[src/rtl/padding_row_sched.sv]
// padding_row_sched: row-fetch scheduler for a 3-row sliding window over a padded image.
// Three row slots are filled once per frame. After that, each new window overwrites only
// the oldest slot, and top_slot rotates to mark which slot holds the window's first row.
// Rows are never copied between slots.
// Optional feature: define PAD_ZERO_ROW_EN to generate the two padding rows (0 and IMG_H+1)
// internally. When it is defined, those rows are cleared via zero_row instead of fetched.
module padding_row_sched #(
    parameter int IMG_H = 416,
    parameter int ROW_W = 9
) (
    input  logic             clk,
    input  logic             reset,
    input  logic             start,
    input  logic             row_ack,
    input  logic             conv_done,
    output logic             row_req,
    output logic [ROW_W-1:0] row_idx,
    output logic             load_en,
    output logic [1:0]       load_sel,
    output logic [1:0]       top_slot,
    output logic             window_valid,
    output logic             busy,
    output logic             frame_done
`ifdef PAD_ZERO_ROW_EN
    ,
    output logic             zero_row
`endif
);

    typedef enum logic [2:0] {
        S_IDLE,
        S_FILL,
        S_WINDOW,
        S_SLIDE,
        S_DONE
    } state_t;

    localparam logic [ROW_W-1:0] LAST_ROW = ROW_W'(IMG_H + 1);
    localparam logic [ROW_W-1:0] LAST_WIN = ROW_W'(IMG_H - 1);

    state_t           state_q, state_d;
    logic [ROW_W-1:0] row_idx_q, row_idx_d;
    logic [1:0]       fill_cnt_q, fill_cnt_d;
    logic [ROW_W-1:0] win_cnt_q, win_cnt_d;
    logic [1:0]       top_slot_q, top_slot_d;
    logic             pad_row;

`ifdef PAD_ZERO_ROW_EN
    // Padding rows are synthesised locally, so they never go through the handshake.
    assign pad_row  = (row_idx_q == '0) || (row_idx_q == LAST_ROW);
    assign zero_row = load_en & pad_row;
`else
    assign pad_row  = 1'b0;
`endif

    assign row_idx  = row_idx_q;
    assign top_slot = top_slot_q;

    // Next-state, counter updates and handshake outputs; defaults assigned first.
    always_comb begin
        state_d      = state_q;
        row_idx_d    = row_idx_q;
        fill_cnt_d   = fill_cnt_q;
        win_cnt_d    = win_cnt_q;
        top_slot_d   = top_slot_q;
        row_req      = 1'b0;
        load_en      = 1'b0;
        load_sel     = 2'd0;
        window_valid = 1'b0;
        frame_done   = 1'b0;
        busy         = (state_q != S_IDLE);

        case (state_q)
            S_IDLE: begin
                if (start) begin
                    state_d    = S_FILL;
                    row_idx_d  = '0;
                    fill_cnt_d = 2'd0;
                    win_cnt_d  = '0;
                    top_slot_d = 2'd0;
                end
            end

            S_FILL: begin
                row_req  = ~pad_row;
                load_sel = fill_cnt_q;
                if (pad_row || row_ack) begin
                    load_en    = 1'b1;
                    row_idx_d  = row_idx_q + 1'b1;
                    fill_cnt_d = fill_cnt_q + 2'd1;
                    if (fill_cnt_q == 2'd2) begin
                        state_d = S_WINDOW;
                    end
                end
            end

            S_WINDOW: begin
                window_valid = 1'b1;
                if (conv_done) begin
                    if (win_cnt_q == LAST_WIN) begin
                        state_d = S_DONE;
                    end else begin
                        win_cnt_d = win_cnt_q + 1'b1;
                        state_d   = S_SLIDE;
                    end
                end
            end

            S_SLIDE: begin
                row_req  = ~pad_row;
                load_sel = top_slot_q;
                if (pad_row || row_ack) begin
                    load_en    = 1'b1;
                    top_slot_d = (top_slot_q == 2'd2) ? 2'd0 : top_slot_q + 2'd1;
                    // The final slide loads the last padded row; the index stays there.
                    if (row_idx_q != LAST_ROW) begin
                        row_idx_d = row_idx_q + 1'b1;
                    end
                    state_d = S_WINDOW;
                end
            end

            S_DONE: begin
                frame_done = 1'b1;
                state_d    = S_IDLE;
            end

            default: begin
                state_d = S_IDLE;
            end
        endcase
    end

    // State and counter registers with synchronous reset taking priority over all inputs.
    always_ff @(posedge clk) begin
        if (reset) begin
            state_q    <= S_IDLE;
            row_idx_q  <= '0;
            fill_cnt_q <= 2'd0;
            win_cnt_q  <= '0;
            top_slot_q <= 2'd0;
        end else begin
            state_q    <= state_d;
            row_idx_q  <= row_idx_d;
            fill_cnt_q <= fill_cnt_d;
            win_cnt_q  <= win_cnt_d;
            top_slot_q <= top_slot_d;
        end
    end

endmodule

[config.mk]
export PLATFORM = sky130hd
export DESIGN_NAME = padding_row_sched
export DESIGN_NICKNAME = d
export VERILOG_FILES = /design/src/rtl/padding_row_sched.sv
export SDC_FILE = /design/constraint.sdc
export NUM_CORES = 1
export LEC_CHECK = 0
export CORE_MARGIN = 5
export CORE_UTILIZATION = 50
export DETAILED_ROUTE_END_ITERATION = 8
export DONT_BUFFER_PORTS = 1
export GPL_TIMING_DRIVEN = 0
export SETUP_SLACK_MARGIN = 0.1
export SYNTH_ARGS = -nofsm -noshare
export SYNTH_HDL_FRONTEND = slang
export SYNTH_SLANG_ARGS = --single-unit
[constraint.sdc]
create_clock -name clk -period 2.2 [get_ports clk]
set_input_delay 0.44 -clock clk [delete_from_list [all_inputs] [get_ports clk]]
set_output_delay 0.44 -clock clk [all_outputs]
set_load 0.03 [all_outputs]
Word-level counts from Yosys, hierarchy flattened
Cells that the tools add are included.
Storage, ports and cells
  output and inout bits: 18
  bits in registers: 25
Cells by class
  reduce and logical (&&, ||, !) cells: 12
  equal/unequal tests: 15
  mux-type cells: 27
  add/sub/neg operators: 4
Operators with widths (count)
  two-way mux 9 bit: 6
  one-hot mux 9 bit (3 select lines): 1
  adder 9 x 1 -> 9 bit (second input constant): 2
  two-way mux 3 bit: 6
  one-hot mux 9 bit (2 select lines): 1
  inequality test 2 bit (second input constant): 7
  one-hot mux 2 bit (2 select lines): 3
  one-hot mux 3 bit (4 select lines): 1
  AND reduction 5 bit: 2
  equality test 9 bit (second input constant): 1
  inequality test 9 bit (second input constant): 1
  two-way mux 2 bit: 4
  equality test 3 x 2 -> 1 bit (second input constant): 2
  AND reduction 3 bit: 2
  nonzero test 2 bit: 3
  nonzero test 3 bit: 2
  two-way mux 1 bit: 5
  adder 2 x 1 -> 2 bit (second input constant): 2
  equality test 2 bit (second input constant): 2
  AND reduction 4 bit: 1
  equality test 3 x 1 -> 1 bit (second input constant): 1
  equality test 3 bit (second input constant): 1
  zero test 3 bit: 1
  OR reduction 2 bit: 1

Longest topological paths before layout
Gate-level depths: netlist (run 1).
  depth after elaboration: 4
  depth in mapped cells: 9
  mapped depth without buffers: 7

Worst setup path after synthesis (run 1)
Ideal clock, no wire load.
  path kind: reg-to-output
  start: register state_q[1]
  end: output frame_done
  slack: 0.371 ns
  path buffers: 2
  data required time: 1.760 ns
  stages on the path, launching flop included: 4
  data arrival time: 1.389 ns
  path through: dfxtp_1 buf_2 clkbuf_1 nor3_1
On the way
  word-level cells in the longest chain between the ends: 2
RTL lines
  start: declaration: RTL line 41  | state_t state_q, state_d;
  start signal: assignment: RTL line 143  | state_q <= state_d;
  equality test 3 bit: RTL line 73  | case (state_q)
  two-way mux 1 bit: RTL line 73
  end: declaration: RTL line 23  | output logic frame_done
Every way passes these cells.

Final worst setup path (run 1)
  start: register state_q[1]
  end: output busy
On the way
  word-level cells in the longest chain between the ends: 1
RTL lines
  nonzero test 3 bit: RTL line 71  | busy = (state_q != S_IDLE);
  end: declaration: RTL line 22  | output logic busy,
Every way passes these cells.

==> results of run 1 <==
[critical path, delay by kind of cell (launching register included)]
kind / cells / cell delay, ps
AND/OR/NAND/NOR: 1 / 510
buffers and inverters: 2 / 380
flip-flops: 1 / 380
[power groups by stage]
stage               Sequential (mW)  Clock, mW  Combinational (mW)
finish                        0.489      0.211               0.240
global route                  0.492      0.247               0.264
CTS                           0.488      0.227               0.240
detailed placement            0.498          0               0.229
global placement              0.496          0               0.226
floorplan                     0.493          0               0.190
[routing by layer]
metal / vias to the layer above / global-route usage [%]
li1: 676 / -
met1: 664 / 23.9
met2: 37 / 28.1
met3: 2 / 3.63
met4: 0 / 6.07
met5: - / 0
[per-stage QoR]
| step | setup WS (ps) | cells | utilization (%) | total power, mW | hold WS [ps] |
|---|---|---|---|---|---|
| floorplan | 371 | 176 | - | 0.684 | 448 |
| global placement | 161 | 207 | 54.1 | 0.722 | 457 |
| detailed placement | 145 | 207 | 54.1 | 0.727 | 476 |
| CTS | 102 | 211 | 56.2 | 0.955 | 333 |
| global route | 85.4 | 211 | 56.9 | 1.00 | 329 |
| finish | 173 | 211 | 56.9 | 0.939 | 350 |
[what timing repair did]
| item | in CTS | in global routing |
|---|---|---|
| cloned | 0 | 0 |
| resized for setup | 8 | 5 |
| buffers inserted | 0 | 0 |
| endpoints found under the setup margin | 5 | 20 |
| pin swaps | 0 | 0 |
[final cells by class]
cell class                 count  area (um^2)
multi-input combinational    137          937
clock inverter                 1         5.00
inverter                       6         28.8
clock buffer                   3         22.5
buffer                         8         58.8
fill                         261         1210
sequential                    25          504
tap                           31         38.8
[cell families (layout without fill, tap and decap cells)]
family / count (synthesis) / after routing / synth area share, %
and+or+nand+nor: 79 / 79 / 31.7
AOI/OAI and AO/OA: 49 / 49 / 22.1
DFF: 25 / 25 / 33.8
buffers and inverters: 14 / 18 / 5.66
muxes: 5 / 5 / 3.38
adders and majority gates: 4 / 4 / 3.38
[path summary, 6_finish.rpt]
kind	startpoint	end	slack, ps	depth (start not counted)
worst max-delay path	state_q[1]$_SDFFE_PP0P_	busy	170	3
worst min-delay path	row_ack	top_slot[0]$_SDFFE_PP0P_	350	3
worst max register to register	state_q[2]$_SDFFE_PP0P_	row_idx[8]$_SDFFE_PP0P_	300	9
worst min register to register	fill_cnt_q[1]$_SDFFE_PP0P_	fill_cnt_q[1]$_SDFFE_PP0P_	500	2
[state kept, by name, indices dropped and copies added (netlist names)]
name / cells
fill_cnt_q: 2
top_slot: 2
state_q: 3
win_cnt_q: 9
row_idx: 9
[cells in the final DEF (no fill, tap or decap), types with 5 or more instances in the layout]
cell	synthesis	final
nand2b_1	5	5
o22a_1	6	6
nor3_1	14	12
dfxtp_1	25	22
a21oi_1	13	12
nand2_1	17	17
nand3_1	7	7
o21ai_0	13	13
==> results.json, run 1 <==
{
  "outcome": "complete, no violations",
  "wl_met2_um": 1610,
  "swShare_pct": 33.6,
  "yosysTopAreaCellShare_pct": 33.8,
  "p_comb_share_pct": 25.6,
  "worstHoldPathType": "in2reg",
  "clk_path_buf_depth": 2,
  "finalWeightedCongestion": 0.756,
  "path_class": "reg2out",
  "cts_inserted_buffers": 3,
  "ys_async_sr_fraction_pct": 0,
  "synth.distinct_cells": 46,
  "drv_cap": 0,
  "route.met3.wl_um": 215,
  "vdd_ir_drop_max_uv": 271,
  "drtPass1Iterations": 4,
  "drtAntennaViolNets": 0,
  "fin_area_mm2": 0.00160,
  "cts-hold-fix-buffers": 0,
  "cp.required_ps": 1760,
  "pwr-share-clk_pct": 22.4,
  "syn2layout_area_growth_pct": 7.78,
  "p_int_uw": 624,
  "avgSynthCellArea_um2": 8.41,
  "max_clock_freq_mhz": 493,
  "crit_path_max_fanout": 10,
  "ys.flop_type": "dfxtp_1",
  "maxSlewViolCount": 0,
  "via_per_inst": 6.54,
  "start_kind": "flop",
  "drc_errors": 0,
  "tightest_slew_ps": 851,
  "antenna_found_initial": 0,
  "max_slew_margin_pct": 42.4,
  "grt_overflow": 0,
  "netlist_instances": 176,
  "grt_use_total_pct": 17.7,
  "port_buffers": 0,
  "power_density_mw_per_mm2": 589,
  "synth_edf_count": 0,
  "cpPeakStageDelay_ps": 510,
  "num_antenna_cells": 0,
  "rsz0062_at_grt": "true",
  "grt_pass1_wl_um": 5980,
  "cpMaxStageDelayCell": "or3_1",
  "fin_crit_ps": 2030,
  "pwr-share-seq_pct": 52.0,
  "crit_arrival_ps": 1590,
  "fin_setup_tns_ps": 0,
  "nets": 190,
  "drt_iter0_markers": 105,
  "routed.top_layer": "met4",
  "place_area_mm2": 0.00152,
  "vias": 1379,
  "syn_area_mm2": 0.00148,
  "finalCritPeriodShare_pct": 92.2,
  "rows": 19,
  "synth_nets": 185,
  "dp.final_hpwl_um": 2570,
  "worstSetupEndpointType": "output port",
  "p_leak_nw": 0.531,
  "hold_viol_final": 0,
  "clk_latency_ps": 320,
  "synth_commonest_cells": "25 x dfxtp_1, 17 x nand2_1, 14 x nor3_1, 13 x a21oi_1, 13 x o21ai_0",
  "clkTransAtPathRegs_ps": 140,
  "cts.htree.levels": 1,
  "ys_warn_count": 0,
  "die_w_um": 64.4,
  "first_global_vias": 1280,
  "wl_met1_um": 1590,
  "cts_tree": "done",
  "ys_ff_latch": 25,
  "cp_cell_sequence": "buf_2 > clkbuf_4 > or3_1",
  "fin_skew_ps": 2.08,
  "initial_utilization_pct": 52.8,
  "wire_per_inst_um": 16.3,
  "ios": 23,
  "totalWireLength_um": 3440,
  "ys_seq_area_share_pct": 33.8,
  "die_y_um": 64.4,
  "die_area_mm2": 0.00415,
  "cts-root-buf": "clkbuf_4",
  "drive_gt1_share_pct": 13.9,
  "cts.sink_count": 25,
  "setup_viol": 0,
  "yosysTopAreaCell": "dfxtp_1",
  "core_area_mm2": 0.00281,
  "p_sw_uw": 315,
  "synth.area.top_cells": "dfxtp_1 34%, nor3_1 4.7%, a21oi_1 4.4%, o21ai_0 4.4%, nand2_1 4.3%",
  "post-synth-top-count-cell": "dfxtp_1",
  "grt_max_degree": 15
}
(Power assumes the default switching activity.)
==> run 2: changes to the inputs <==
ABC_AREA = 1   (was default)
==> run 2 against run 1 <==
  * Combinational power grew to 4.2 times the previous value
  * Total power grew 94%
  * Clock skew increased by 3.6 ps
  * Core utilization down 2.8 points
  * Critical path depth is 1 higher
  * Highest routed layer unchanged
==> results.json, run 2 <==
{
  "worstHoldPathType": "in2reg",
  "first_global_vias": 1546,
  "tightest_slew_ps": 889,
  "path_class": "reg2out",
  "power_density_mw_per_mm2": 1030,
  "ys_async_sr_fraction_pct": 0,
  "synthSimpleGateAreaFrac_pct": 44.5,
  "port_buffers": 0,
  "fin_crit_ps": 2080,
  "p_leak_nw": 0.711,
  "synthMuxAreaShare_pct": 0,
  "ys_ff_latch": 25,
  "regArea_um2": 500,
  "clk_latency_ps": 330,
  "yosysTopAreaCell": "dfxtp_1",
  "cp.required_ps": 1760,
  "drc_errors": 0,
  "synthAdderAreaFrac_pct": 3.01,
  "synth_commonest_cells": "67 x nand2_1, 36 x inv_1, 34 x nor2_1, 25 x dfxtp_1",
  "finalWeightedCongestion": 0.809,
  "drv_cap": 0,
  "synth.distinct_cells": 31,
  "outcome": "complete, no violations",
  "vias": 1629,
  "cts.htree.levels": 1,
  "synth_compound_area_share_pct": 11.2,
  "fill_cells": 357,
  "ys_warn_count": 0,
  "multi_input_area_mm2": 0.00101,
  "nets": 281,
  "crit_arrival_ps": 1640,
  "final_common_cell": "nand2_1",
  "drive_gt1_share_pct": 10.7,
  "post-synth-top-count-cell": "nand2_1",
  "dp.final_hpwl_um": 3010,
  "core_area_mm2": 0.00328,
  "ios": 23,
  "setup_viol": 0,
  "cts-root-buf": "clkbuf_4",
  "fin_skew_ps": 5.65,
  "rsz0062_at_grt": "true",
  "cts-hold-fix-buffers": 0,
  "totalWireLength_um": 4170,
  "max_slew_margin_pct": 40.3,
  "via_per_inst": 5.14,
  "vdd_ir_drop_max_uv": 704,
  "antenna_found_initial": 0,
  "wire_per_inst_um": 13.2,
  "mostFrequentLayoutCells": "67 x nand2_1, 36 x inv_1, 33 x nor2_1",
  "die_w_um": 67.7,
  "cts.sink_count": 25,
  "max_clock_freq_mhz": 480,
  "fin_setup_tns_ps": 0,
  "initial_utilization_pct": 50.7,
  "synth-xor-area-share_pct": 0.526,
  "clkTransAtPathRegs_ps": 140,
  "drtAntennaViolNets": 0,
  "num_antenna_cells": 0,
  "cts_tree": "done",
  "yosysTopAreaCellShare_pct": 30.1,
  "syn_area_mm2": 0.00166,
  "whs_ps": 148,
  "worstSetupEndpointType": "output port",
  "hold_viol_final": 0,
  "grt_use_total_pct": 21.0,
  "rows": 21,
  "synth_top_family_by_area": "simple AND/OR/NAND/NOR gates",
  "ys.flop_type": "dfxtp_1",
  "grt_overflow": 0,
  "drtPass1Iterations": 4,
  "drt_iter0_markers": 63,
  "clk_path_buf_depth": 2,
  "crit_path_max_fanout": 5,
  "avgSynthCellArea_um2": 6.26,
  "die_y_um": 67.7,
  "ys_seq_area_share_pct": 30.1,
  "synth.area.top_cells": "dfxtp_1 30%, nand2_1 15%, inv_1 8.1%, nor2_1 7.7%, a21oi_1 6.3%",
  "syn2layout_area_growth_pct": 6.62,
  "die_area_mm2": 0.00458,
  "start_kind": "flop",
  "grt_pass1_wl_um": 7230,
  "synth_edf_count": 0,
  "finalCritPeriodShare_pct": 94.6,
  "synth_nets": 275,
  "netlist_instances": 266,
  "grt_max_degree": 14,
  "maxSlewViolCount": 0,
  "cts_inserted_buffers": 3
}
[run 2: area by class of cell]
type	instances	area share, %
Multi-Input combinational cell	197	57.1
Sequential cell	25	28.2
Inverter	40	8.60
Tap cell	46	3.24
Clock buffer	4	1.48
Buffer	5	1.41
[run 2: worst max-delay path, cell delays in order (launching register included)]
cell	delay (ps)
dfxtp_1	470
inv_2	120
nor2_4	330
nand2_2	150
o22ai_4	250
[run 2: stage by stage]
| stage | power, mW | instance area, um^2 | util [%] | cells | setup WS [ps] |
|---|---|---|---|---|---|
| 2_1_floorplan | 1.37 | 1660 | - | 266 | 377 |
| 3_3_place_gp | 1.58 | 1720 | 52.4 | 312 | 210 |
| 3_5_place_dp | 1.57 | 1720 | 52.4 | 312 | 200 |
| 4_1_cts | 1.80 | 1750 | 53.4 | 316 | 26.3 |
| 5_1_grt | 1.99 | 1770 | 54.0 | 317 | 49.4 |
| 6_report | 1.83 | 1770 | 54.0 | 317 | 118 |
[run 2: timing repair]
action	in CTS	in global routing
resized for setup	2	3
setup endpoints to repair	2	2
pin swaps	0	1
setup buffers	0	0
gates cloned	0	1
[run 2: power breakdown]
part           internal, mW  switching [mW]
sequential            0.507          0.0918
clock                0.0712           0.150
combinational         0.264           0.742
total                 0.842           0.983
[run 2: logic make-up (layout without fill, tap and decap cells)]
family | Yosys count | in the layout
DFF | 25 | 25
xor gates and xnor gates | 1 | 1
buffers and inverters | 45 | 49
and+or+nand+nor | 157 | 158
AOI/OAI and AO/OA | 34 | 34
adders and majority gates | 4 | 4
[run 2: path summary, 6_finish.rpt]
path,start,endpoint,slack [ps],cells past startpoint
setup / recovery,state_q[0]$_SDFFE_PP0P_,load_sel[0],120,4
hold / removal,reset,win_cnt_q[7]$_SDFFE_PP0P_,150,1
setup reg to reg,row_idx[2]$_SDFFE_PP0P_,row_idx[5]$_SDFFE_PP0P_,520,8
hold reg to reg,fill_cnt_q[1]$_SDFFE_PP0P_,fill_cnt_q[1]$_SDFFE_PP0P_,500,2
[run 2: routing by layer]
layer	wire (um)	up-vias	share of wire, %	track usage (%)
li1	-	870	-	-
met2	2010	29	48	34.4
met1	1950	725	47	27.7
met5	0	-	0	0
met4	48	0	1.2	6.08
met3	159	5	3.8	4.16
